**config.mk**
```make
export PLATFORM = sky130hd
export DESIGN_NAME = pipe_datapath_memory_lsu
export DESIGN_NICKNAME = d
export VERILOG_FILES = /design/src/rtl/pipe_datapath_memory_lsu.sv
export SDC_FILE = /design/constraint.sdc
export NUM_CORES = 1
export LEC_CHECK = 0
export ABC_AREA = 1
export CAP_MARGIN = 10
export CELL_PAD_IN_SITES_DETAIL_PLACEMENT = 2
export CELL_PAD_IN_SITES_GLOBAL_PLACEMENT = 2
export CORE_ASPECT_RATIO = 0.5
export CORE_MARGIN = 2
export CORE_UTILIZATION = 22
export CTS_CLUSTER_SIZE = 20
export DETAILED_ROUTE_END_ITERATION = 8
export GPL_TIMING_DRIVEN = 0
export PLACE_DENSITY = 0.84
export SLEW_MARGIN = 40
export SYNTH_ARGS = -nofsm -noshare
export SYNTH_HDL_FRONTEND = slang
export SYNTH_SLANG_ARGS = --single-unit
```
**constraint.sdc**
```tcl
create_clock -name i_clk -period 5.6 [get_ports i_clk]
set_clock_uncertainty 0.15 [all_clocks]
set_input_delay 1.12 -clock i_clk [delete_from_list [all_inputs] [get_ports i_clk]]
set_output_delay 1.12 -clock i_clk [all_outputs]
set_load 0.02 [all_outputs]
```
**src/rtl/pipe_datapath_memory_lsu.sv**
```systemverilog
// Memory stage of the RV32I pipeline: EX/MEM register, req/gnt/rvalid data bus, lane steering.
// Optional misaligned-access trap is enabled by defining PIPE_MEM_MISALIGN_CHK_EN.
module pipe_datapath_memory_lsu #(
  parameter int unsigned XLEN     = 32,
  parameter int unsigned MAX_WAIT = 15
) (
  input  logic            i_clk,
  input  logic            i_rst,
  input  logic [XLEN-1:0] i_dp_ALUE,
  input  logic [XLEN-1:0] i_dp_WriteDataE,
  input  logic [XLEN-1:0] i_dp_PC_Plus4E,
  input  logic [4:0]      i_dp_RdE,
  input  logic            i_dp_RegWriteE,
  input  logic            i_dp_MemWriteE,
  input  logic            i_dp_MemReadE,
  input  logic [1:0]      i_dp_ResultSrcE,
  input  logic [2:0]      i_dp_funct3E,
  output logic            o_dmem_req,
  output logic            o_dmem_we,
  output logic [XLEN-1:0] o_dmem_addr,
  output logic [XLEN-1:0] o_dmem_wdata,
  output logic [3:0]      o_dmem_be,
  input  logic            i_dmem_gnt,
  input  logic            i_dmem_rvalid,
  input  logic [XLEN-1:0] i_dmem_rdata,
  output logic [XLEN-1:0] o_dp_ALUM,
  output logic [XLEN-1:0] o_dp_ReadDataM,
  output logic [4:0]      o_dp_RdM,
  output logic            o_dp_RegWriteM,
  output logic [1:0]      o_dp_ResultSrcM,
  output logic [XLEN-1:0] o_dp_PC_Plus4M,
  output logic            o_stall_mem,
  output logic            o_err_bus,
  output logic            o_err_misalign
);

  localparam logic [1:0] S_IDLE = 2'd0;
  localparam logic [1:0] S_REQ  = 2'd1;
  localparam logic [1:0] S_WAIT = 2'd2;
  localparam logic [1:0] S_DONE = 2'd3;
  localparam logic [7:0] LP_CNT_LAST = 8'(MAX_WAIT - 1);

  logic [1:0]      r_state;
  logic [7:0]      r_cnt;
  logic [XLEN-1:0] r_alu, r_wdata, r_pc4, r_rdata;
  logic [4:0]      r_rd;
  logic            r_regwrite, r_memwrite;
  logic [1:0]      r_resultsrc;
  logic [2:0]      r_funct3;
  logic            r_err_bus, r_err_mis;

  logic            w_capture, w_mem_e, w_misalign_e, w_req, w_timeout;
  logic [3:0]      w_be;
  logic [XLEN-1:0] w_wdata, w_shift, w_ext;

  assign w_capture = (r_state == S_IDLE) || (r_state == S_DONE);
  assign w_mem_e   = i_dp_MemReadE | i_dp_MemWriteE;
  assign w_req     = (r_state == S_REQ);
  // Timeout fires on the MAX_WAIT-th WAIT cycle (counter holds completed WAIT cycles).
  assign w_timeout = (r_cnt == LP_CNT_LAST);

`ifdef PIPE_MEM_MISALIGN_CHK_EN
  assign w_misalign_e = w_mem_e &
      (((i_dp_funct3E[1:0] == 2'b01) & i_dp_ALUE[0]) |
       ((i_dp_funct3E[1:0] == 2'b10) & (i_dp_ALUE[1:0] != 2'b00)));
`else
  assign w_misalign_e = 1'b0;
`endif

  assign w_shift = i_dmem_rdata >> {r_alu[1:0], 3'b000};

  always_comb begin
    w_be    = 4'b1111;
    w_wdata = r_wdata;
    w_ext   = i_dmem_rdata;
    case (r_funct3[1:0])
      2'b00: begin
        w_be    = 4'b0001 << r_alu[1:0];
        w_wdata = {4{r_wdata[7:0]}};
        w_ext   = {{(XLEN-8){~r_funct3[2] & w_shift[7]}}, w_shift[7:0]};
      end
      2'b01: begin
        w_be    = 4'b0011 << r_alu[1:0];
        w_wdata = {2{r_wdata[15:0]}};
        w_ext   = {{(XLEN-16){~r_funct3[2] & w_shift[15]}}, w_shift[15:0]};
      end
      default: ;
    endcase
  end

  always_ff @(posedge i_clk) begin
    if (i_rst) begin
      r_state     <= S_IDLE;
      r_cnt       <= '0;
      r_alu       <= '0;
      r_wdata     <= '0;
      r_pc4       <= '0;
      r_rdata     <= '0;
      r_rd        <= '0;
      r_regwrite  <= 1'b0;
      r_memwrite  <= 1'b0;
      r_resultsrc <= '0;
      r_funct3    <= '0;
      r_err_bus   <= 1'b0;
      r_err_mis   <= 1'b0;
    end else begin
      r_err_bus <= 1'b0;
      r_err_mis <= 1'b0;
      case (r_state)
        S_REQ: begin
          if (i_dmem_gnt) begin
            r_cnt   <= '0;
            r_state <= r_memwrite ? S_DONE : S_WAIT;
          end
        end
        S_WAIT: begin
          r_cnt <= r_cnt + 8'd1;
          if (i_dmem_rvalid) begin
            r_rdata <= w_ext;
            r_state <= S_DONE;
          end else if (w_timeout) begin
            r_rdata   <= '0;
            r_err_bus <= 1'b1;
            r_state   <= S_DONE;
          end
        end
        default: begin
          // IDLE/DONE: capture edge, stray gnt/rvalid ignored.
          r_alu       <= i_dp_ALUE;
          r_wdata     <= i_dp_WriteDataE;
          r_pc4       <= i_dp_PC_Plus4E;
          r_rd        <= i_dp_RdE;
          r_regwrite  <= i_dp_RegWriteE & ~w_misalign_e;
          r_memwrite  <= i_dp_MemWriteE;
          r_resultsrc <= i_dp_ResultSrcE;
          r_funct3    <= i_dp_funct3E;
          r_rdata     <= '0;
          r_cnt       <= '0;
          if (w_misalign_e) begin
            r_err_mis <= 1'b1;
            r_state   <= S_DONE;
          end else if (w_mem_e) begin
            r_state <= S_REQ;
          end else begin
            r_state <= S_IDLE;
          end
        end
      endcase
    end
  end

  assign o_dmem_req      = w_req;
  assign o_dmem_we       = w_req & r_memwrite;
  assign o_dmem_addr     = w_req ? {r_alu[XLEN-1:2], 2'b00} : '0;
  assign o_dmem_be       = w_req ? w_be : 4'b0000;
  assign o_dmem_wdata    = (w_req & r_memwrite) ? w_wdata : '0;
  assign o_dp_ALUM       = r_alu;
  assign o_dp_ReadDataM  = r_rdata;
  assign o_dp_RdM        = r_rd;
  assign o_dp_RegWriteM  = r_regwrite;
  assign o_dp_ResultSrcM = r_resultsrc;
  assign o_dp_PC_Plus4M  = r_pc4;
  assign o_stall_mem     = w_req || (r_state == S_WAIT);
  assign o_err_bus       = r_err_bus;
  assign o_err_misalign  = r_err_mis;

  logic w_unused;
  assign w_unused = w_capture;

endmodule

```
* After elaboration in Yosys (flattened, before gate mapping)
Index checks and enable logic that the tools add are counted.
** Storage, ports and cells
- Register bits after elaboration :: 151
- Bits of input ports :: 145
- Output and inout bits :: 177
- Logic and storage cells :: 53
** Operators by class
- Add/sub/neg operators :: 1
- Equal/unequal tests :: 6
- Shifts and indexed selects :: 3
- Multiplexer cells :: 18
- Bitwise operators :: 7
- Reduce and logical (&&, ||, !) cells :: 6
** Operator list (number)
- 32-bit case mux with 2 select lines :: 3
- 32-bit 2-to-1 mux :: 4
- 32-bit by 5-bit >> shifter with 16-bit output :: 1
- 8-bit case mux with 2 select lines :: 1
- 8-bit by 1-bit adder with 8-bit output (second input constant) :: 1
- 8-bit by 4-bit equality test with 1-bit output (second input constant) :: 1
- 8-bit 2-to-1 mux :: 1
- 4-bit case mux with 2 select lines :: 1
- 2-bit 2-to-1 mux :: 3
- 2-bit by 1-bit equality test with 1-bit output (second input constant) :: 2
- 4-bit 2-to-1 mux :: 1
- 2-bit case mux with 2 select lines :: 1
- 2-bit AND reduction :: 2
- 1-bit by 2-bit left shift with 4-bit output (first input constant) :: 1
- 2-bit by 2-bit left shift with 4-bit output (first input constant) :: 1
- 1-bit bitwise AND :: 3
- 1-bit 2-to-1 mux :: 3
- 3-bit inequality test (second input constant) :: 1
- 1-bit NOT :: 3
- 3-bit OR reduction :: 1
- 2-bit equality test (second input constant) :: 1
- 2-bit zero test :: 1
- 2-bit inequality test (second input constant) :: 1
- 2-bit OR reduction :: 1
- other kinds (2) :: 2

* Logic depth before layout (Yosys ltp)
- Word-level depth :: 5
- Mapped depth :: 10
- Depth with buffers taken out :: 10

* Worst setup path before layout
No wires, ideal clock.
- Kind :: register to output
- From :: reg r_state[1]
- To :: out o_dmem_wdata[13]
- Arrival :: 1.883 ns
- Slack :: 2.447 ns
- Stages on the path, launching flop included :: 8
- Buffers on the path :: 1
- Cells stage by stage :: dfxtp_1 inv_1 ha_1 nand2_1 inv_1 clkbuf_1 o221ai_1 nor2_1
** Between the ends
- Word-level cells in the longest chain between the ends :: 3
** Ends and longest elaborated chain
- start, declared :: line 43 : logic [1:0] r_state;
- start signal, assigned :: line 113 : r_state <= r_memwrite ? S_DONE : S_WAIT;
- 2-bit by 1-bit equality test with 1-bit output :: line 58 : assign w_req = (r_state == S_REQ);
- named net o_dmem_req :: line 18 : output logic o_dmem_req,
- 1-bit bitwise AND
- named net o_dmem_we :: line 19 : output logic o_dmem_we,
- 32-bit 2-to-1 mux :: line 156 : assign o_dmem_wdata = (w_req & r_memwrite) ? w_wdata : '0;
- end, declared :: line 21 : output logic [XLEN-1:0] o_dmem_wdata,
The timed path passes the listed nets, and every way through them passes these cells.

* Worst setup path after layout
- From :: reg r_state[1]
- To :: out o_dmem_wdata[14]
** Between the ends
- Word-level cells in the longest chain between the ends :: 3
** Ends and longest elaborated chain (line)
- 2-bit by 1-bit equality test with 1-bit output :: 58
- 1-bit bitwise AND :: 156
- 32-bit 2-to-1 mux :: 156
No other way between the ends.

==> flow_metrics.py <==
metrics = {
    "sta": {
        "drv_slew": 0,
        "fmax_mhz": 220,
        "setup_viol": 0,
        "fin_ws_ps": 1050,
        "relSlewSlack": 0.530,
        "rsz0062_at_grt": "false",
        "layout_worst_path_cycle_share": 0.813,
        "finalHoldViolCount": 0,
        "tightest_slew_ps": 705,
        "finalSetupTns_ps": 0,
        "holdWs_ps": 322,
        "fin_crit_ps": 4550,
    },
    "pwr": {
        "leakagePower_nw": 4.51,
        "comb_power_share": 0.546,
        "vdd_ir_drop_max_v": 0.000242,
        "switching_power_mw": 3.15,
        "power_frac_seq": 0.273,
        "switching_share": 0.475,
        "p_clk_frac": 0.181,
        "power_density_nw_per_um2": 600,
        "p_int_mw": 3.48,
    },
    "route": {
        "totalWireLength_um": 34300,
        "ant_nets": 0,
        "dr_total_vias": 8149,
        "routedWlPerCell_um": 19.5,
        "via_per_inst": 4.64,
        "drt_iter0_markers": 331,
        "drt_first_pass_iters": 5,
        "drc_errors": 0,
    },
    "worst_setup_path": {
        "end_kind": "primary output",
        "required_ps": 4330,
        "critPathLaunchType": "flip-flop",
        "worst-path-max-fanout": 10,
        "worst_ep_arrival_time_ps": 3280,
        "critPathKind": "reg2out",
    },
    "clock_network": {
        "cts_buffers": 17,
        "clockBufferDepth": 2,
        "worstSkewPairLatency_ps": 440,
        "ctsHoldBuffers": 0,
        "clkSinkCount": 151,
        "cts_tree": "yes",
        "path_clk_slew_ps": 60,
        "root_buffer": "clkbuf_16",
        "postCtsResizedCells": 0,
        "postCtsSetupRepairBufs": 0,
        "htree_levels": 4,
    },
    "placed_design": {
        "port_buffers": 317,
        "pre_cts_ws_ps": 1500,
        "place.gp.congestion": 0.871,
        "dp.cells": 1724,
        "dp_hpwl_um": 27100,
    },
    "die": {
        "ios": 322,
        "dieWidth_um": 252,
        "die_y_um": 128,
        "dieArea_um2": 32200,
        "core_area_um2": 30300,
        "num_rows": 45,
        "initial_core_util": 0.223,
    },
    "synth": {
        "synth_area_leaders": "dfxtp_1, nor2_1, nand2_1, o21ai_0, a21oi_1",
        "ys_ff_latch": 151,
        "syn_area_per_cell_um2": 6.72,
        "ys_seq_area_frac": 0.447,
        "synth_area_um2": 6760,
        "yosysTopAreaCellShare": 0.447,
        "yosys_warnings": 0,
        "synth_largest_area_cell": "dfxtp_1",
        "synth_cell_types": 30,
        "syn_inst": 1006,
    },
    "layout": {
        "nets": 1493,
        "fillers": 3555,
        "layout-area-overhead-vs-synth_pct": 63.2,
        "drive_gt1_frac": 0.0663,
        "final_cells": 1758,
    },
    "grt": {
        "grt_pass1_wl_um": 51600,
        "grt_max_degree": 17,
        "grt_util_all_layers": 0.209,
        "grt_antenna_before_repair": 2,
        "grt_pass1_vias": 9052,
        "grt_overflow": 0,
    },
    "worst_hold_path": {
        "holdCritPathClass": "reg2reg",
    },
    "flow_run": {
        "max-cap-violations": 0,
    },
    "status": {
        "status": "completed",
    },
}
[Yosys cell counts]
cell type and count:
nor2_1 287, nand3_4 1, inv_2 12, o21bai_1 1, ha_1 4, buf_8 1, buf_1 1, o21ai_1 13
dfxtp_1 151, buf_2 16, a21oi_2 9, a211oi_1 2, nand4_1 2, a21oi_1 56, nand2_1 163, buf_4 5
o221ai_1 7, clkbuf_1 41, nand2_2 12, clkbuf_2 1, nor3_1 8, nor2_2 3, nor4_1 1, o22ai_1 1
and3_1 1, inv_1 52, conb_1 1, o21ai_0 115, nand3_1 38, a31oi_1 1
[area by class of cell]
cell class	instances	area [um^2]	share of cell area
multi-input cells	728	3210	0.291
repair buffers	317	3170	0.287
flip-flops and latches	151	3020	0.274
well taps	399	499	0.0452
clock buffers	19	433	0.0392
plain buffers	65	295	0.0268
inverters	64	240	0.0218
clock inverters	13	156	0.0142
diodes	2	5.00	0.000453
[power groups by stage]
| stage | Combinational (mW) | Sequential [mW] | Clock (mW) |
|---|---|---|---|
| floorplan | 1.64 | 2.07 | 0 |
| global placement | 3.49 | 1.79 | 0 |
| detailed placement | 3.63 | 1.83 | 0 |
| CTS | 3.66 | 1.81 | 1.22 |
| global route | 3.94 | 1.87 | 1.26 |
| finish | 3.62 | 1.81 | 1.20 |
[sequential cells by signal (all words and copies together) (netlist names)]
register,count
o_dp_ALUM,32
o_dp_PC_Plus4M,32
o_dp_RdM,5
o_dp_ReadDataM,32
o_dp_RegWriteM,1
o_dp_ResultSrcM,2
o_err_bus,1
r_cnt,8
r_funct3,3
r_memwrite,1
r_state,2
r_wdata,32
[cells in the final DEF (no fill, tap or decap), types with 2 or more instances in the layout]
cell type / Yosys / layout
clkdlybuf4s50_1: 0 / 317
nor2_1: 287 / 287
nand2_1: 163 / 163
dfxtp_1: 151 / 151
o21ai_0: 115 / 115
a21oi_1: 56 / 56
inv_1: 52 / 52
clkbuf_1: 41 / 43
nand3_1: 38 / 38
clkbuf_16: 0 / 17
buf_2: 16 / 16
o21ai_1: 13 / 13
inv_2: 12 / 12
nand2_2: 12 / 12
a21oi_2: 9 / 9
nor3_1: 8 / 8
o221ai_1: 7 / 7
buf_4: 5 / 5
clkinvlp_4: 0 / 5
ha_1: 4 / 4
clkinv_2: 0 / 4
nor2_2: 3 / 3
conb_1: 1 / 3
bufinv_16: 0 / 3
diode_2: 0 / 2
a211oi_1: 2 / 2
nand4_1: 2 / 2
[worst paths after layout]
check	from	endpoint	slack [ps]	cells after the start
worst max-delay path	r_state[1]	o_dmem_wdata[14]	1050	8
worst min-delay path	o_dp_ReadDataM[14]	o_dp_ReadDataM[14]	320	2
worst max register to register	r_state[1]	o_dp_ReadDataM[23]	3180	8
worst min register to register	o_dp_ReadDataM[14]	o_dp_ReadDataM[14]	320	2
[logic make-up (layout without fill, tap and decap cells)]
kind of cell / Yosys count / count (layout) / share of synthesized area
flops: 151 / 151 / 0.447
buf+inv: 129 / 478 / 0.0792
other cells: 1 / 5 / 0.000554
simple gates: 516 / 516 / 0.304
compound gates: 205 / 205 / 0.162
fa+ha+maj: 4 / 4 / 0.00740
[metal layers]
layer  global-route usage  share of wire
met1                0.236           0.41
met4               0.0860          0.029
met5                    0              0
met2                0.398           0.53
met3               0.0292          0.030
[per-stage QoR]
stage	util	instance area (um^2)	power, mW
after global placement	0.345	10400	5.28
after floorplan	-	6770	3.72
after global routing	0.364	11000	7.07
final	0.364	11000	6.63
after CTS	0.364	11000	6.69
after detailed placement	0.345	10400	5.45
[critical path: stages (launching register included)]
cell and delay, ps:
dfxtp_1 330, inv_1 70, ha_1 380, nand2_1 240, inv_1 260, clkbuf_1 420
o221ai_1 280, nor2_1 220, clkdlybuf4s50_1 640
(Power assumes the default switching activity.)
